--- config.mk ---
export PLATFORM = sky130hd
export DESIGN_NAME = mem_port_arbiter
export DESIGN_NICKNAME = d
export VERILOG_FILES = /design/src/rtl/mem_port_arbiter.sv
export SDC_FILE = /design/constraint.sdc
export NUM_CORES = 1
export LEC_CHECK = 0
export ABC_AREA = 1
export CAP_MARGIN = 20
export CORE_AREA = 2 2 293 295
export DETAILED_ROUTE_END_ITERATION = 6
export DIE_AREA = 0 0 295 297
export PLACE_DENSITY = 0.55
export SLEW_MARGIN = 30
export SYNTH_ARGS = -nofsm -noshare
export SYNTH_HDL_FRONTEND = slang
export SYNTH_SLANG_ARGS = --single-unit
--- constraint.sdc ---
create_clock -name clock -period 2.6 [get_ports clock]
set_input_delay 0.65 -clock clock [delete_from_list [all_inputs] [get_ports clock]]
set_output_delay 0.65 -clock clock [all_outputs]
set_load 0.01 [all_outputs]
--- src/rtl/mem_port_arbiter.sv ---
// Arbiter sharing the next-level memory port between the L1 I-cache and D-cache.
// Optional round-robin tie-break when ARB_ROUND_ROBIN_EN is defined (default: fixed D-cache priority).
module mem_port_arbiter #(
    parameter int ADDR_W      = 32,
    parameter int BLOCK_W     = 128,
    parameter int TIMEOUT_CYC = 255
) (
    input  logic               clock,
    input  logic               reset,
    input  logic               ic_req,
    input  logic [ADDR_W-1:0]  ic_addr,
    output logic [BLOCK_W-1:0] ic_rdata,
    output logic               ic_ready,
    input  logic               dc_req,
    input  logic               dc_we,
    input  logic [ADDR_W-1:0]  dc_addr,
    input  logic [BLOCK_W-1:0] dc_wdata,
    output logic [BLOCK_W-1:0] dc_rdata,
    output logic               dc_ready,
    output logic               mem_req,
    output logic               mem_we,
    output logic [ADDR_W-1:0]  mem_addr,
    output logic [BLOCK_W-1:0] mem_wdata,
    input  logic [BLOCK_W-1:0] mem_rdata,
    input  logic               mem_ready,
    output logic               busy,
    output logic               timeout_err
);

    localparam int CNT_W = $clog2(TIMEOUT_CYC + 1);
    localparam logic [CNT_W-1:0] CNT_LAST = CNT_W'(TIMEOUT_CYC - 1);
    localparam logic [CNT_W-1:0] CNT_MAX  = CNT_W'(TIMEOUT_CYC);

    typedef enum logic [1:0] {
        IDLE     = 2'd0,
        GRANT_IC = 2'd1,
        GRANT_DC = 2'd2,
        RESP     = 2'd3
    } state_t;

    state_t               state_reg, state_next;
    logic [CNT_W-1:0]     cnt_reg, cnt_next;
    logic                 mem_req_reg, mem_req_next;
    logic                 mem_we_reg, mem_we_next;
    logic [ADDR_W-1:0]    mem_addr_reg, mem_addr_next;
    logic [BLOCK_W-1:0]   mem_wdata_reg, mem_wdata_next;
    logic [BLOCK_W-1:0]   ic_rdata_reg, ic_rdata_next;
    logic [BLOCK_W-1:0]   dc_rdata_reg, dc_rdata_next;
    logic                 ic_ready_reg, ic_ready_next;
    logic                 dc_ready_reg, dc_ready_next;
    logic                 busy_reg, busy_next;
    logic                 timeout_err_reg, timeout_err_next;
    logic                 pick_dc;

`ifdef ARB_ROUND_ROBIN_EN
    // 1 = D-cache was granted most recently; on a collision the other side wins.
    logic last_grant_reg, last_grant_next;

    always_comb begin
        pick_dc = dc_req && (!ic_req || !last_grant_reg);
    end

    always_ff @(posedge clock) begin
        if (reset) begin
            last_grant_reg <= 1'b0;
        end else begin
            last_grant_reg <= last_grant_next;
        end
    end
`else
    always_comb begin
        pick_dc = dc_req;
    end
`endif

    always_comb begin
        state_next       = state_reg;
        cnt_next         = cnt_reg;
        mem_req_next     = mem_req_reg;
        mem_we_next      = mem_we_reg;
        mem_addr_next    = mem_addr_reg;
        mem_wdata_next   = mem_wdata_reg;
        ic_rdata_next    = ic_rdata_reg;
        dc_rdata_next    = dc_rdata_reg;
        ic_ready_next    = 1'b0;
        dc_ready_next    = 1'b0;
        timeout_err_next = timeout_err_reg;
`ifdef ARB_ROUND_ROBIN_EN
        last_grant_next  = last_grant_reg;
`endif

        case (state_reg)
            IDLE: begin
                if (pick_dc) begin
                    state_next     = GRANT_DC;
                    mem_req_next   = 1'b1;
                    mem_we_next    = dc_we;
                    mem_addr_next  = dc_addr;
                    mem_wdata_next = dc_wdata;
                    cnt_next       = '0;
`ifdef ARB_ROUND_ROBIN_EN
                    last_grant_next = 1'b1;
`endif
                end else if (ic_req) begin
                    state_next     = GRANT_IC;
                    mem_req_next   = 1'b1;
                    mem_we_next    = 1'b0;
                    mem_addr_next  = ic_addr;
                    mem_wdata_next = '0;
                    cnt_next       = '0;
`ifdef ARB_ROUND_ROBIN_EN
                    last_grant_next = 1'b0;
`endif
                end
            end
            GRANT_IC, GRANT_DC: begin
                // A completing mem_ready wins over a timeout landing on the same cycle.
                if (mem_ready) begin
                    state_next   = RESP;
                    mem_req_next = 1'b0;
                    if (state_reg == GRANT_DC) begin
                        dc_rdata_next = mem_rdata;
                        dc_ready_next = 1'b1;
                    end else begin
                        ic_rdata_next = mem_rdata;
                        ic_ready_next = 1'b1;
                    end
                end else if (cnt_reg == CNT_LAST) begin
                    state_next       = RESP;
                    mem_req_next     = 1'b0;
                    timeout_err_next = 1'b1;
                    cnt_next         = CNT_MAX;
                    if (state_reg == GRANT_DC) begin
                        dc_rdata_next = '0;
                        dc_ready_next = 1'b1;
                    end else begin
                        ic_rdata_next = '0;
                        ic_ready_next = 1'b1;
                    end
                end else if (cnt_reg != CNT_MAX) begin
                    cnt_next = cnt_reg + CNT_W'(1);
                end
            end
            RESP: begin
                state_next = IDLE;
            end
            default: begin
                state_next = IDLE;
            end
        endcase

        busy_next = (state_next != IDLE);
    end

    always_ff @(posedge clock) begin
        if (reset) begin
            state_reg       <= IDLE;
            cnt_reg         <= '0;
            mem_req_reg     <= 1'b0;
            mem_we_reg      <= 1'b0;
            mem_addr_reg    <= '0;
            mem_wdata_reg   <= '0;
            ic_rdata_reg    <= '0;
            dc_rdata_reg    <= '0;
            ic_ready_reg    <= 1'b0;
            dc_ready_reg    <= 1'b0;
            busy_reg        <= 1'b0;
            timeout_err_reg <= 1'b0;
        end else begin
            state_reg       <= state_next;
            cnt_reg         <= cnt_next;
            mem_req_reg     <= mem_req_next;
            mem_we_reg      <= mem_we_next;
            mem_addr_reg    <= mem_addr_next;
            mem_wdata_reg   <= mem_wdata_next;
            ic_rdata_reg    <= ic_rdata_next;
            dc_rdata_reg    <= dc_rdata_next;
            ic_ready_reg    <= ic_ready_next;
            dc_ready_reg    <= dc_ready_next;
            busy_reg        <= busy_next;
            timeout_err_reg <= timeout_err_next;
        end
    end

    assign mem_req     = mem_req_reg;
    assign mem_we      = mem_we_reg;
    assign mem_addr    = mem_addr_reg;
    assign mem_wdata   = mem_wdata_reg;
    assign ic_rdata    = ic_rdata_reg;
    assign dc_rdata    = dc_rdata_reg;
    assign ic_ready    = ic_ready_reg;
    assign dc_ready    = dc_ready_reg;
    assign busy        = busy_reg;
    assign timeout_err = timeout_err_reg;

endmodule
# After elaboration in Yosys (flattened, before gate mapping)
# Index checks and enable logic that the tools add are counted.
[totals]
out_inout_bits = 422
ff_bits = 432
[op_classes]
addsub = 1
reduce_logical = 13
n_eq_ne = 9
bitwise = 3
n_mux = 36
[op_table]
columns = ["cell", "n"]
rows = [
  ["2-to-1 mux 128 bit", 10],
  ["2-to-1 mux 32 bit", 2],
  ["2-to-1 mux 8 bit", 5],
  ["one-hot mux 8 bit (2 select lines)", 1],
  ["2-to-1 mux 1 bit", 12],
  ["AND reduction 3 bit", 4],
  ["inequality test 3 bit (second input constant)", 3],
  ["adder 8 x 1 -> 8 bit (second input constant)", 1],
  ["== test 8 bit (second input constant)", 1],
  ["2-to-1 mux 2 bit", 4],
  ["inequality test 8 bit (second input constant)", 1],
  ["nonzero test 2 bit", 4],
  ["one-hot mux 2 bit (3 select lines)", 1],
  ["== test 2 bit (second input constant)", 2],
  ["AND reduction 4 bit", 1],
  ["OR reduction 2 bit", 2],
  ["inverter 1 bit", 3],
  ["== test 2 x 1 -> 1 bit (second input constant)", 1],
  ["zero test 2 bit", 1],
  ["inequality test 2 bit (second input constant)", 1],
  ["one-hot mux 1 bit (2 select lines)", 1],
  ["AND reduction 2 bit", 1],
]

# Depth between registers and ports, before layout
[logic_depth]
ltp_word = 5
ltp_mapped = 12
mapped_depth_nobuf = 10

# Worst setup path before layout
# OpenSTA, ideal clock, no wires.
[synth_timing]
path_type = "input to register"
startpoint = "input port dc_req"
endpoint = "register cnt_reg[0]"
t_required_ns = 2.540
arrival_ns = 1.700
path_slack_ns = 0.840
cell_stages = 9
path_buffers = 2
path_cell_list = "buf_2 o21ai_2 inv_1 buf_2 nand2_1 nand2_1 nor2_1 nand2_1 nand2_1"
[synth_between]
elab_chain_len = 2
word_cells_on_any_way = 4
cone_classes = "eq/ne: 1; mux: 2; reduce/logical: 1"
[synth_rtl]
columns = ["item", "line_no", "text"]
rows = [
  ["start, declared", "14", "input logic dc_req,"],
  ["inequality test 3 bit (no source line) / 2-to-1 mux 8 bit (equally long branches)", "n/a", ""],
  ["AND reduction 4 bit (no source line) / one-hot mux 8 bit (2 select lines) (equally long branches)", "n/a", ""],
  ["end signal, assigned", "171", "cnt_reg <= cnt_next;"],
  ["end, declared", "42", "logic [CNT_W-1:0] cnt_reg, cnt_next;"],
]
# Several ways; a longest one is shown, not always the timed one.
# A chain may end at the register's enable or synchronous reset.

# Worst setup path after layout
[layout_timing]
startpoint = "register mem_wdata_reg[40], in the netlist mem_wdata[40]"
endpoint = "output port mem_wdata[40]"
[layout_rtl]
columns = ["item", "line_no", "text"]
rows = [
  ["start, declared", "46", "logic [BLOCK_W-1:0] mem_wdata_reg, mem_wdata_next;"],
  ["start signal, assigned", "175", "mem_wdata_reg <= mem_wdata_next;"],
  ["end, declared", "23", "output logic [BLOCK_W-1:0] mem_wdata,"],
]
# No word-level cell between the ends.

==> impl_metrics.yaml <==
placed_design:
  place_congestion: 0.830
  port_buffers: 747
  place_area_um2: 27300
  hpwlAfterDp_mm: 55.9
floorplanning:
  dieArea_um2: 87600
  die_w_um: 295
  top_level_ports: 748
  initial_core_util_pct: 21.9
  die_h_um: 297
  core_um2: 84500
  rows: 107
critical_path:
  critPathMaxStageDelay_ps: 800
  start_kind: "register"
  worst_ep_required_time_ps: 1950
  crit_path_top_delay_cell: "clkdlybuf4s50_1"
  cp-end-kind: "output pin"
  path_cells: "clkdlybuf4s50_1"
  cp_top_family: "buffers and inverters"
  cp.arrival_ps: 1730
  crit_buf_inv: 1
  path_max_fanout: 2
  worstSetupPathType: "reg -> out"
synth:
  synth_fa_ha_area_share_pct: 0.270
  ys_ff_latch: 432
  yosysSeqAreaShare_pct: 46.7
  postSynthCellCount: 2844
  syn_avg_cell_area_um2: 6.52
  yosys_warnings: 0
  synthMuxAreaShare_pct: 0
  ys_types: 23
  netlist_area_um2: 18500
  synth_compound_area_share_pct: 5.66
  synth_top_family_by_area: "simple AND/OR/NAND/NOR gates"
  synthXorXnorAreaFrac_pct: 0.0472
  synth-simple-area-share_pct: 33.3
  synth_fp_nets: 3174
timing:
  rsz0062_at_grt: "no"
  finClkSkew_ps: 13.8
  drv_slew: 0
  min_period_ps: 2380
  worst_slew_margin_rel_pct: 60.0
  fin_setup_tns_ps: 0
  holdWs_ps: 459
  fmax_mhz: 420
  finalSetupViolations: 0
  min_period_over_period_pct: 91.5
  hold_viol_final: 0
  worst_pin_slew_ps: 600
clock_network:
  cts.clk_slew.worst_paths_ps: 60
  postCtsResizedCells: 0
  root_buffer: "clkbuf_16"
  cts_setup_buffers: 0
  cts_tree: "done"
  clkSinkCount: 432
  hold_buffers: 0
  clk_latency_ps: 590
  clockBufferDepth: 3
  h-tree-depth: 2
  cts-buffers-inserted: 52
grt:
  antenna_found_initial: 8
  grt_overflow: 0
  grt_pass1_wl_mm: 112
  grt_pass1_vias: 18200
  grt_max_degree: 113
  gr-usage-all-layers_pct: 16.7
drt:
  vias: 19000
  drt_iter0_drc: 931
  drc: 0
  wl_per_cell_um: 16.1
  antenna_left: 0
  totalWireLength_mm: 75.7
  drt_pass1_iterations: 5
  viasPerCell: 4.04
layout:
  final_cell_area_um2: 29100
  final_nets: 3845
  final_common_cell: "nand2_1"
  area_growth_pct: 56.8
  layout_common_cells: "nand2_1, clkdlybuf4s50_1, inv_1"
  finalCoreUtilization_pct: 34.4
  layout-drive-gt1-share_pct: 4.38
pwr:
  power_density_nw_per_um2: 655
  p_leak_uw: 0.0133
  peakVddDrop_mv: 0.470
flow_run:
  max-cap-violations: 0
run_status:
  status: "finished clean"
min_path:
  hold_class: "reg -> reg"
metrics by stage:
step	setup slack [ps]	std cells	total power [µW]
floorplan	840	2844	9420
global placement	342	4605	11700
detailed placement	309	4605	11700
CTS	170	4702	19400
global route	194	4703	20100
finish	221	4704	19000
cells by family after synthesis:
logic type,after synthesis
AND/OR/NAND/NOR,1557
buffers and inverters,650
flip-flops,432
AO/OA/AOI/OAI,200
adder cells (fa/ha/maj),4
XOR/XNOR,1
worst reg2reg max path, delay by kind of cell (launching register included):
kind | cells | cell delay (ps)
flip-flops | 1 | 400
adder cells (fa/ha/maj) | 1 | 210
AND/OR/NAND/NOR | 7 | 740
buffers and inverters | 4 | 700
power breakdown:
| part | switching [µW] | leakage [µW] | internal (µW) |
|---|---|---|---|
| Clock | 3060 | 0.000874 | 4460 |
| Combinational | 2180 | 0.00888 | 1940 |
| Sequential | 275 | 0.00353 | 7140 |
| Total | 5510 | 0.0133 | 13500 |
metal layers:
| metal | part of all wire [%] | global-route usage, % | vias to the layer above |
|---|---|---|---|
| met1 | 37 | 17.6 | 8369 |
| met3 | 10 | 6.50 | 137 |
| met5 | 0.14 | 0.166 | - |
| li1 | - | - | 9814 |
| met2 | 48 | 28.9 | 648 |
| met4 | 4.8 | 7.69 | 14 |
final timing paths:
kind / start / to / slack [ps] / cells past startpoint
worst max-delay path: mem_wdata[40] / mem_wdata[40] / 220 / 1
worst min-delay path: mem_wdata[97] / mem_wdata[97] / 460 / 2
worst max register to register: cnt_reg[0] / dc_rdata[15] / 430 / 12
worst min register to register: mem_wdata[97] / mem_wdata[97] / 460 / 2
cell usage after synthesis:
cell type | n | area share [%]
nand2_1 | 1006 | 20
inv_1 | 464 | 9.4
dfxtp_1 | 432 | 47
nor2_1 | 411 | 8.3
a21oi_1 | 130 | 3.5
nand4_1 | 113 | 3.8
clkbuf_1 | 95 | 1.9
buf_2 | 60 | 1.6
o21ai_0 | 35 | 0.94
a31oi_1 | 32 | 1.1
nand3_1 | 22 | 0.59
buf_1 | 18 | 0.36
buf_6 | 12 | 0.73
ha_1 | 4 | 0.27
nand3_2 | 2 | 0.11
clkinv_1 | 1 | 0.020
nand2_2 | 1 | 0.034
nand3b_1 | 1 | 0.041
nor3_1 | 1 | 0.027
o211ai_1 | 1 | 0.041
o21a_1 | 1 | 0.041
o21ai_2 | 1 | 0.047
xor2_1 | 1 | 0.047
layout make-up:
type	count	area [µm²]
Clock inverter	29	289
Inverter	465	1760
Antenna cell	2	5.00
Clock buffer	68	1460
Tap cell	1144	1430
Fill cell	9047	55400
Multi-Input combinational cell	1762	7340
Timing Repair Buffer	802	8140
Sequential cell	432	8650
Note: power is estimated with default switching activity, not from simulation.
